<file path="src/rtl/tipi_rpi_shifter.sv">
// tipi_rpi_shifter: host-side serial master that reads TD/TC and writes RD/RC on the TIPI CPLD register port.
module tipi_rpi_shifter #(
    parameter int CLK_DIV = 4
) (
    input  logic       clk,
    input  logic       reset,
    input  logic       cmd_valid,
    output logic       cmd_ready,
    input  logic       cmd_write,
    input  logic       cmd_ctrl,
    input  logic [7:0] cmd_data,
    output logic       rsp_valid,
    output logic [7:0] rsp_data,
    output logic       rsp_perr,
    output logic       rsp_abort,
    output logic       r_clk,
    output logic       r_rt,
    output logic       r_cd,
    output logic       r_le,
    output logic       r_dout,
    input  logic       r_din,
    input  logic       r_reset
);
    localparam int DW = CLK_DIV > 1 ? $clog2(CLK_DIV) : 1;

    typedef enum logic [3:0] {
        IDLE, SETUP, LOAD_HI, LOAD_LO, SHIFT_HI, SHIFT_LO,
        LATCH_HI, LATCH_LO, CHECK_HI, CHECK_LO, DONE
    } state_t;

    state_t        state;
    logic [DW-1:0] div;
    logic [2:0]    cnt;
    logic          cnt_done;
    logic          wr;
    logic          abt;
    logic [7:0]    data;
    logic [7:0]    rx;
    logic [7:0]    rx_nxt;
    logic          phase_end;
    logic          abort_now;
    logic          finish;

    assign phase_end = div == DW'(CLK_DIV - 1);
    assign abort_now = abt | ~r_reset;
    assign finish    = abort_now || state == CHECK_LO || (state == SHIFT_LO && !wr && &cnt);

    // Shift i owns bit 7-i; writes echo the bits already sent, reads capture r_din.
    always_comb begin
        rx_nxt = rx;
        if (state == SHIFT_LO && !cnt_done) rx_nxt[~cnt] = wr ? data[~cnt] : r_din;
    end

    always_ff @(posedge clk or posedge reset) begin
        if (reset) begin
            state     <= IDLE;
            div       <= '0;
            cnt       <= '0;
            cnt_done  <= 1'b0;
            wr        <= 1'b0;
            abt       <= 1'b0;
            data      <= '0;
            rx        <= '0;
            cmd_ready <= 1'b1;
            rsp_valid <= 1'b0;
            rsp_data  <= '0;
            rsp_perr  <= 1'b0;
            rsp_abort <= 1'b0;
            r_clk     <= 1'b0;
            r_rt      <= 1'b0;
            r_cd      <= 1'b1;
            r_le      <= 1'b0;
            r_dout    <= 1'b0;
        end else begin
            rsp_valid <= 1'b0;
            case (state)
                IDLE: if (cmd_valid) begin
                    state     <= SETUP;
                    cmd_ready <= 1'b0;
                    wr        <= cmd_write;
                    data      <= cmd_data;
                    cnt       <= '0;
                    cnt_done  <= 1'b0;
                    rx        <= '0;
                    abt       <= ~r_reset;
                    r_rt      <= ~cmd_write;
                    r_cd      <= ~cmd_ctrl;
                    r_le      <= ~cmd_write;
                    r_dout    <= cmd_write & cmd_data[7];
                end
                DONE: begin
                    state     <= IDLE;
                    cmd_ready <= 1'b1;
                    r_rt      <= 1'b0;
                    r_cd      <= 1'b1;
                end
                default: begin
                    div <= phase_end ? '0 : div + 1'b1;
                    abt <= abort_now;
                    if (phase_end) begin
                        rx <= rx_nxt;
                        if (state == SHIFT_LO) begin
                            cnt_done <= &cnt;
                            cnt      <= &cnt ? cnt : cnt + 3'd1;
                        end
                        if (finish) begin
                            state     <= DONE;
                            r_clk     <= 1'b0;
                            r_le      <= 1'b0;
                            r_dout    <= 1'b0;
                            rsp_valid <= 1'b1;
                            rsp_data  <= rx_nxt;
                            rsp_abort <= abort_now;
                            rsp_perr  <= state == CHECK_LO && (r_din ^ ^data);
                        end else begin
                            case (state)
                                SETUP: begin
                                    state <= wr ? SHIFT_HI : LOAD_HI;
                                    r_clk <= 1'b1;
                                end
                                LOAD_HI: begin
                                    state <= LOAD_LO;
                                    r_clk <= 1'b0;
                                end
                                LOAD_LO: begin
                                    state <= SHIFT_HI;
                                    r_clk <= 1'b1;
                                    r_le  <= 1'b0;
                                end
                                SHIFT_HI: begin
                                    state  <= SHIFT_LO;
                                    r_clk  <= 1'b0;
                                    r_dout <= wr & ~&cnt & data[3'd6 - cnt];
                                end
                                SHIFT_LO: begin
                                    state <= &cnt ? LATCH_HI : SHIFT_HI;
                                    r_clk <= 1'b1;
                                    r_le  <= &cnt;
                                end
                                LATCH_HI: begin
                                    state <= LATCH_LO;
                                    r_clk <= 1'b0;
                                end
                                LATCH_LO: begin
                                    state <= CHECK_HI;
                                    r_clk <= 1'b1;
                                    r_le  <= 1'b0;
                                end
                                CHECK_HI: begin
                                    state <= CHECK_LO;
                                    r_clk <= 1'b0;
                                end
                                default: ;
                            endcase
                        end
                    end
                end
            endcase
        end
    end
endmodule
</file>
<file path="config.mk">
export PLATFORM = sky130hd
export DESIGN_NAME = tipi_rpi_shifter
export DESIGN_NICKNAME = d
export VERILOG_FILES = /design/src/rtl/tipi_rpi_shifter.sv
export SDC_FILE = /design/constraint.sdc
export NUM_CORES = 1
export LEC_CHECK = 0
export BUFFER_PORTS_ARGS = -buffer_cell sky130_fd_sc_hd__buf_2
export CAP_MARGIN = 40
export CORE_UTILIZATION = 27
export DETAILED_ROUTE_END_ITERATION = 12
export GPL_TIMING_DRIVEN = 0
export PLACE_DENSITY = 0.45
export SYNTH_ARGS = -nofsm -noshare
export SYNTH_HDL_FRONTEND = slang
export SYNTH_SLANG_ARGS = --single-unit
</file>
<file path="constraint.sdc">
create_clock -name clk -period 2.7 [get_ports clk]
set_clock_uncertainty 0.05 [all_clocks]
set_input_delay 0.54 -clock clk [delete_from_list [all_inputs] [get_ports clk]]
set_output_delay 0.54 -clock clk [all_outputs]
set_load 0.02 [all_outputs]
</file>
==> metrics.txt, run 1 <==
pwr dens ~1200 nW/um2; FF+latch count, synth 45; Finished Layout Cells roughly 460; num rows 37; Crit Path Max Fanout 10; Most common cell on crit path ha_1; RSZ-0062 raised after global routing false; Crit path buffers/inverters 2; I/O pin cnt 32; grt met2 use 21.5%; DIE AREA ~11000 um2; unique cell type count in the Yosys netlist 69; Synth Flop Type dfrtp_1; total clock sinks 45; Die X ~110 um; GRT Resource Usage Total between 10% and 20%; top-count cell post-synth dfrtp_1; drt via density 4.99; core area 10300 um2; Tcrit/Tclk final between 80% and 90%; Worst Tran Pin Value ~0.55 ns; Fin Setup TNS 0 ns; M1 GR Usage around a fifth; Critical Path RT approximately 2.8 ns; # DRC 0; layout cells sized above 1 33.7%; initial core utilization 27.9%; CTS tree yes; Global Route met3 Usage under 10%; Max Cap Viol 0; CTS Hold Bufs 0; slowest CP cell dfrtp_1; routability cong. 0.820; CP Cell Sequence ha_1 -> ha_1 -> nor2b_1 -> a211oi_4 -> or2_4 -> inv_4 -> buf_8 -> nor2_1 -> a221oi_2; Clock power frac 10.8%; grt ovf 0; Avg Cell Area, Syn 10.1 um2; Final Max Tran Viols 0; Num CTS Buffers 5; Synthesis Warnings 0; slew margin rel. a little over three fifths; remaining antenna violation count 0; Gate Count Post-Synth between 200 and 300; post-CTS sizing 0; Syn Nets 303; port buffer count 30; EDFF count, synth 0; multi-input logic area 1580 um2; Die Ht 105 um; CP top delay family simple AND/OR/NAND/NOR gates; final hold vios 0; Ant. Diodes 0; status finished, final reports clean; worst-skew pair later-pin latency 0.31 ns; Root Driver clkbuf_8; maximum clock frequency 439 MHz; Gate power share a little over 60%; synth top area cells dfrtp_1, mux2_2, xnor2_1; register area share after synthesis 39.2%; via count of the routed design 2290; post-route minimum period around 2.3 ns; Cells after DPL between 400 and 500; Sequential Power Share between 20 and 30%; largest net degree at the start of global routing 25; Mapped Area about 2900 um2; final setup vio count 0; Register Area approximately 1100 um2; fin nets between 300 and 400; final WL between 7 and 8 mm; VDD IR max 0.399 mV; static leakage roughly 0.0013 uW; WL/cell about 16 um; GR peak layer met2; H-tree Lvls 2; post-DP HPWL a little over 5 mm; synth cell count leaders dfrtp_1, nor2_1, nand2_1; Clock transition at path regs 0.10 ns; critical path class flop to flop; clk buf depth 2; fillers approximately 1100; vias in the first global route roughly 2200; Layout area overhead 14.9%; sw frac a little under half; Startpoint Class flop; Crit path largest cell delay around 0.45 ns; internal power between 2000 and 2500 uW; Min-Delay Path Class input port to async pin; fraction of registers with async set/reset 100%; Post-CTS Setup Inserts 0; NetSw approximately 1900 uW; data arrival time of the worst path about 2.4 ns; Detailed Routing Iterations Pass 1 4; share of the synthesized area in the top cell type between 30% and 40%; DRT iter0 DRCs roughly 140; Yosys top cell by area dfrtp_1; global-route wire length before repair ~12 mm; CP Capture Type flop; initial antenna violation count 0
[stage by stage]
step	utilization (%)	hold WS [ns]	power, uW	setup WS (ns)	cell area, um2
2_1_floorplan	-	0.408	3110	0.653	2880
3_3_place_gp	31.0	0.430	3700	0.185	3200
3_5_place_dp	31.2	0.419	3720	0.396	3220
4_1_cts	32.1	0.218	4180	0.396	3310
5_1_grt	32.1	0.233	4480	0.274	3310
6_report	32.1	0.200	4120	0.423	3310
[state kept, by name, summed over array words and instances (netlist names), 2 cells and up]
name	count
data	8
rsp_data	8
rx	8
state	4
cnt	3
div	2
[layout make-up]
class                           count  share of cell area, %
Timing Repair Buffer               31                   5.14
Inverter                           10                   1.21
Tap cell                          136                   5.14
Clock inverter                      3                  0.643
Sequential cell                    45                   34.1
Multi-Input combinational cell    209                   47.9
Clock buffer                        5                   2.08
Buffer                             20                   3.82
[worst register-to-register path: cells and delay by family (launching register included)]
family,cells,cell delay [ns]
AOI/OAI and AO/OA,2,0.44
adders and majority gates,2,0.47
and+or+nand+nor,3,0.55
buffers and inverters,2,0.19
DFF,1,0.45
[placed cells by master, fill, tap and decap left out, types with 3 or more instances in the layout]
cell type  synthesis  layout
nand3_1            6       6
inv_1              9       8
nor3_1            12      12
o22ai_1            3       3
nor4_2             7       7
a211oi_2           7       7
mux2_2            12      12
dfrtp_1           43      43
buf_6              3       3
nor4_1             3       3
nand2b_1           7       7
buf_1              3       3
nor2_2             7       7
nor2_1            21      21
o21ai_0           17      17
clkbuf_1           3       3
o21ai_1            5       5
buf_2              8      38
mux4_2             4       4
nand4_1            3       3
nand2_1           20      20
a21oi_1           10      10
clkbuf_8           0       5
nor2b_1            3       3
ha_1               4       4
xnor2_1           11      11
[path summary, 6_finish.rpt]
kind	start	end	slack (ns)	cells after the start
hold / removal	reset	div[0]	0.20	2
hold reg to reg	rsp_abort	rsp_abort	0.43	2
setup reg to reg	cnt[0]	rsp_data[4]	0.42	9
setup / recovery	cnt[0]	rsp_data[4]	0.42	9
min in group clk	cmd_data[3]	data[3]	0.41	2
max in group asynchronous	reset	rsp_perr	1.87	3
[layer usage]
layer	share of wire, %	routed length (um)
met3	4.1	294
met4	1.8	131
met2	45	3210
met1	49	3490
met5	0	0
[cells by family after synthesis]
family | after synthesis | share of synthesized area [%]
and+or+nand+nor | 103 | 21.6
AOI/OAI and AO/OA | 73 | 19.8
DFF | 45 | 39.2
buffers and inverters | 30 | 5.78
muxes | 18 | 8.56
xor gates and xnor gates | 11 | 3.35
adders and majority gates | 4 | 1.74
[power groups by stage]
stage                     logic (uW)  clock network [uW]  registers [uW]
after global placement          2530                   0            1160
final                           2530                 444            1150
after CTS                       2560                 468            1150
after floorplan                 1860                   0            1250
after global routing            2800                 491            1190
after detailed placement        2550                   0            1170
Note: power is estimated with default switching activity, not from simulation.
==> run 2: changes to the inputs <==
Settings changed: PLACE_DENSITY 0.45 to 0.46.
Clock period 2.7 ns to 2.03 ns, I/O delays scaled along.
==> metrics.txt, run 2 (synthesized netlist as in run 1, its figures left out) <==
largest net degree at the start of global routing 30 (+20%); clk buf depth 2 (unchanged); H-tree Lvls 2 (unchanged); Final Max Tran Viols 0 (unchanged); Worst Tran Pin Value 0.627 ns (+0.0771 ns); drt via density 5.01 (+0.47%); critical path class flop to flop; data arrival time of the worst path 2.19 ns (-0.22 ns); Crit Path Max Fanout 8 (-2); remaining antenna violation count 0 (unchanged); Critical Path RT 2.21 ns (-0.62 ns); Die Ht 105 um (unchanged); global-route wire length before repair 12.5 mm (+2.8%); maximum clock frequency 496 MHz (+13%); sw frac 45.8% (-0.73 points); Layout area overhead 26.3%; status finished, final reports clean; pwr dens 1670 nW/um2 (+34%); Ant. Diodes 0 (unchanged); DIE AREA 11100 um2 (unchanged); worst-skew pair later-pin latency 0.31 ns (about the same); Startpoint Class flop; via count of the routed design 2386 (+4.2%); Gate power share 64.5% (+3.1 points); Detailed Routing Iterations Pass 1 4 (unchanged); core area 10300 um2 (unchanged); Fin Setup TNS 0 ns (unchanged); static leakage 0.00143 uW (+10%); commonest non-fill, non-tap cell in the layout dfrtp_1; Num CTS Buffers 5 (unchanged); Max Cap Viol 0 (unchanged); r2r endpoint rsp_data[4]; Worst R2R Path Depth 8 (-1); VDD IR max 0.549 mV (+37%); post-route minimum period 2.01 ns (-0.263 ns); num rows 37 (unchanged); NetSw 2780 uW (+45%); Clock power frac 9.8% (-1.0 points); layout cells sized above 1 44.1% (+10 points); CP Capture Type flop; FF-to-FF Start cnt[0]; Min-Delay Path Class input port to async pin; Register Area 1130 um2 (+0.22%); multi-input logic area 1740 um2 (+10%); post-DP HPWL 5.18 mm (+0.63%); total clock sinks 45 (unchanged); initial core utilization 27.9% (unchanged); Clock transition at path regs 0.10 ns (about the same); fin nets 358 (+5.0%); most frequent cells in the layout dfrtp_1, buf_2, nand2_1, nor2_1, buf_4; final WL 7.47 mm (+4.8%); final setup margin 0.0157 ns (-0.407 ns); Die X 105 um (unchanged); largest registers data: 8 flops, rsp_data: 8 flops, rx: 8 flops; slew margin rel. 58.2% (-5.1 points); reg2reg setup slack 0.02 ns (-0.41 ns); grt ovf 0 (unchanged); fillers 1070 (-2.8%); WL/cell 15.7 um (+1.0%); vias in the first global route 2383 (+6.2%); dpl ws -0.248 ns (-0.644 ns); internal power 3290 uW (+49%); Sequential Power Share 25.7% (-2.2 points); GRT Resource Usage Total 14.3% (+0.34 points); # DRC 0 (unchanged); port buffer count 30 (unchanged); final setup vio count 0 (unchanged); DRT iter0 DRCs 118 (-17%); CTS tree yes; initial antenna violation count 0 (unchanged); Tcrit/Tclk final 99.2% (+15 points); RSZ-0062 raised after global routing true; I/O pin cnt 32 (unchanged); routability cong. 0.855 (+4.3%); Root Driver clkbuf_8; final hold vios 0 (unchanged)
[run 2: changes by cell type in the layout (fill, tap and decap cells not counted), sizes merged]
cell,previous run,this run
inv,11,10
clkbuf,8,10
clkinv,1,0
buf,48,64
clkinvlp,1,2
[run 2: repair_timing]
| item | in CTS | in global routing |
|---|---|---|
| gates resized for setup | 15 | 36 |
| hold buffers | 0 | 0 |
| endpoints found under the setup margin | 25 | 33 |
| pin swaps | 4 | 11 |
| setup buffers | 8 | 10 |
[run 2: per-stage QoR]
step | hold slack [ns] | total power, uW | utilization, % | instance area [um2] | cells
6_report | 0.0281 | 6070 | 35.2 | 3640 | 476
5_1_grt | 0.0541 | 6520 | 35.2 | 3640 | 476
4_1_cts | 0.0469 | 5750 | 33.3 | 3430 | 467
3_5_place_dp | 0.386 | 4950 | 31.2 | 3220 | 451
3_3_place_gp | 0.428 | 4910 | 31.0 | 3200 | 450
2_1_floorplan | 0.408 | 4140 | - | 2880 | 284
[run 2: layout make-up]
class	instances	share of cell area, %
Buffer	20	4.09
Clock buffer	6	2.00
Clock inverter	2	0.413
Inverter	10	1.10
Multi-Input combinational cell	209	47.9
Sequential cell	45	31.1
Tap cell	136	4.68
Timing Repair Buffer	48	8.74
[run 2: power groups by stage]
stage | Combinational [uW] | Clock [uW] | Sequential, uW
2_1_floorplan | 2470 | 0 | 1660
6_report | 3910 | 595 | 1560
3_3_place_gp | 3360 | 0 | 1550
5_1_grt | 4260 | 640 | 1620
4_1_cts | 3600 | 612 | 1540
3_5_place_dp | 3400 | 0 | 1560
[run 2: worst max-delay path: stages, from the launching register on]
cell,delay [ns]
dfrtp_2,0.46
ha_4,0.18
ha_4,0.15
nor2b_4,0.12
a211oi_4,0.34
or2_4,0.23
a21oi_4,0.05
buf_12,0.14
a221oi_2,0.22
[run 2: per-layer routing]
metal / share of wire [%] / global-route usage [%]
met1: 48 / 20.1
met2: 47 / 22.3
met3: 3.7 / 2.47
met4: 1.8 / 4.53
met5: 0 / 0
[run 2: how the worst max path moves through the flow]
stage	start	to	slack, ns	cells past startpoint
2_1_floorplan	cnt[0]	rsp_data[4]	0.002	8
3_3_place_gp	reset	data[0]	-0.32	2
3_5_place_dp	cnt[0]	rsp_data[4]	-0.25	8
4_1_cts	cnt[0]	rsp_data[4]	-0.00003	8
5_1_grt	cnt[0]	state[1]	-0.07	8
6_report	cnt[0]	rsp_data[4]	0.02	8
==> run 3: changes to the inputs <==
Settings changed: CORE_MARGIN set to 2.
==> metrics.txt, run 3 (synthesized netlist as in run 1, its figures left out) <==
status finished, final reports clean; post-DP HPWL 5.15 mm (-0.68%); Max Cap Viol 0 (unchanged); total clock sinks 45 (unchanged); layout cells sized above 1 43.7% (-0.39 points); Clock transition at path regs 0.09 ns (about the same); Cells after DPL 451 (unchanged); drt via density 4.97 (-0.75%); CP Capture Type flop; Finished Layout Cells 479 (+0.63%); total power 6180 uW (+1.9%); largest net degree at the start of global routing 28 (-6.7%); largest registers data: 8 flops, rsp_data: 8 flops, rx: 8 flops; Layout area overhead 27.3%; Fin Setup TNS 0 ns (unchanged); data arrival time of the worst path 2.18 ns (about the same); CTS tree yes; static leakage 0.00146 uW (+2.5%); FF-to-FF Start cnt[0]; via count of the routed design 2383 (-0.13%); internal power 3450 uW (+5.0%); Worst Tran Pin Value 0.600 ns (-0.0275 ns); CP Cell Sequence ha_2 -> ha_4 -> nor2b_4 -> a211oi_4 -> or2_4 -> buf_8 -> buf_6 -> nor3_2 -> a211oi_2; Die X 107 um (+1.9%); most frequent cells in the layout dfrtp_1, buf_2, nor2_1; r2r endpoint rsp_data[5]; Die Ht 107 um (+1.9%); remaining antenna violation count 0 (unchanged); Sequential Power Share 25.5% (-0.2 points); Tcrit/Tclk final 98.9% (-0.38 points); slowest CP cell dfrtp_1; grt ovf 0 (unchanged); DIE AREA 11500 um2 (+3.8%); NetSw 2730 uW (-1.9%); WL/cell 15.5 um (-1.5%); I/O pin cnt 32 (unchanged); post-route minimum period 2.01 ns (-0.00762 ns); Root Driver clkbuf_8; Crit Path Max Fanout 6 (-2); worst-skew pair later-pin latency 0.30 ns (about the same); Critical Path RT 2.20 ns (about the same); core area 10300 um2 (unchanged); GRT Resource Usage Total 13.3% (-1.0 points); sw frac 44.1% (-1.7 points); pwr dens 1690 nW/um2 (+1.1%); final hold vios 0 (unchanged); dpl ws -0.245 ns (+0.00262 ns); Ant. Diodes 0 (unchanged); Min-Delay Path Class input port to async pin; final WL 7.40 mm (-0.90%); RSZ-0062 raised after global routing true; CTS Hold Bufs 0 (unchanged); Worst R2R Path Depth 9 (+1); Crit path largest cell delay 0.41 ns (-0.05 ns); VDD IR max 0.660 mV (+20%); CP top delay family compound AO/OA/AOI/OAI gates; fin nets 362 (+1.1%); H-tree Lvls 2 (unchanged); Startpoint Class flop; reg2reg setup slack 0.02 ns (about the same); critical path class flop to flop; Clock power frac 10.9% (+1.1 points); initial core utilization 27.9% (unchanged); maximum clock frequency 498 MHz (+0.38%); clk buf depth 2 (unchanged); final setup vio count 0 (unchanged); final setup margin 0.0233 ns (+0.00762 ns); initial antenna violation count 0 (unchanged); fin util 35.5% (+0.27 points); Gate power share 63.6% (-0.9 points); routability cong. 0.832 (-2.7%); vias in the first global route 2348 (-1.5%); Final Max Tran Viols 0 (unchanged); num rows 37 (unchanged); commonest non-fill, non-tap cell in the layout dfrtp_1; global-route wire length before repair 12.2 mm (-2.4%); port buffer count 30 (unchanged); Crit path buffers/inverters 2 (+1); DRT iter0 DRCs 113 (-4.2%); slew margin rel. 60.0% (+1.8 points); Detailed Routing Iterations Pass 1 4 (unchanged); # DRC 0 (unchanged); Num CTS Buffers 5 (unchanged)
==> run 3: changes by cell type in the layout (fill, tap and decap cells not counted), sizes merged <==
cell,delta
buf,+5
bufinv,+1
clkbuf,-2
clkinv,+1
clkinvlp,-2
==> run 3: metrics by stage <==
step	cell area, um2	hold WS, ns
after floorplan	2880	0.408
after global placement	3200	0.427
after detailed placement	3220	0.391
after CTS	3440	0.0707
after global routing	3660	0.0927
final	3660	0.0542
==> run 3: worst max-delay path by stage <==
| stage | from | end | depth (start not counted) |
|---|---|---|---|
| floorplan | cnt[0] | rsp_data[4] | 8 |
| global placement | reset | data[2] | 2 |
| detailed placement | cnt[0] | rsp_data[4] | 8 |
| CTS | state[0] | r_dout | 6 |
| global route | cnt[0] | rsp_data[5] | 9 |
| finish | cnt[0] | rsp_data[5] | 9 |
==> run 3: layout make-up <==
| class | instances | area [um2] |
|---|---|---|
| clock inverters | 2 | 35.0 |
| inverters | 10 | 40.0 |
| well taps | 136 | 170 |
| flip-flops and latches | 45 | 1130 |
| clock buffers | 5 | 68.8 |
| repair buffers | 53 | 364 |
| multi-input cells | 209 | 1710 |
| plain buffers | 19 | 149 |
| fillers | 1059 | 6660 |
==> run 3: timing repair <==
| action | CTS | global route |
|---|---|---|
| gates resized for setup | 12 | 34 |
| pin swaps | 4 | 11 |
| setup buffers | 8 | 15 |
| cloned | 0 | 0 |
| setup endpoints to repair | 34 | 36 |
==> run 3: power groups by stage <==
stage	registers [uW]	clock network, uW	logic, uW
finish	1570	674	3930
global route	1630	740	4310
CTS	1540	712	3560
detailed placement	1550	0	3390
global placement	1550	0	3360
floorplan	1660	0	2470
==> run 3: per-layer routing <==
layer	share of wire (%)	track usage [%]	wire length [um]	vias to the layer above
met4	1.3	4.17	97	0
li1	-	-	-	1155
met1	50	19.2	3670	1175
met5	0	0	0	-
met3	2.9	1.82	211	8
met2	46	20.4	3420	45
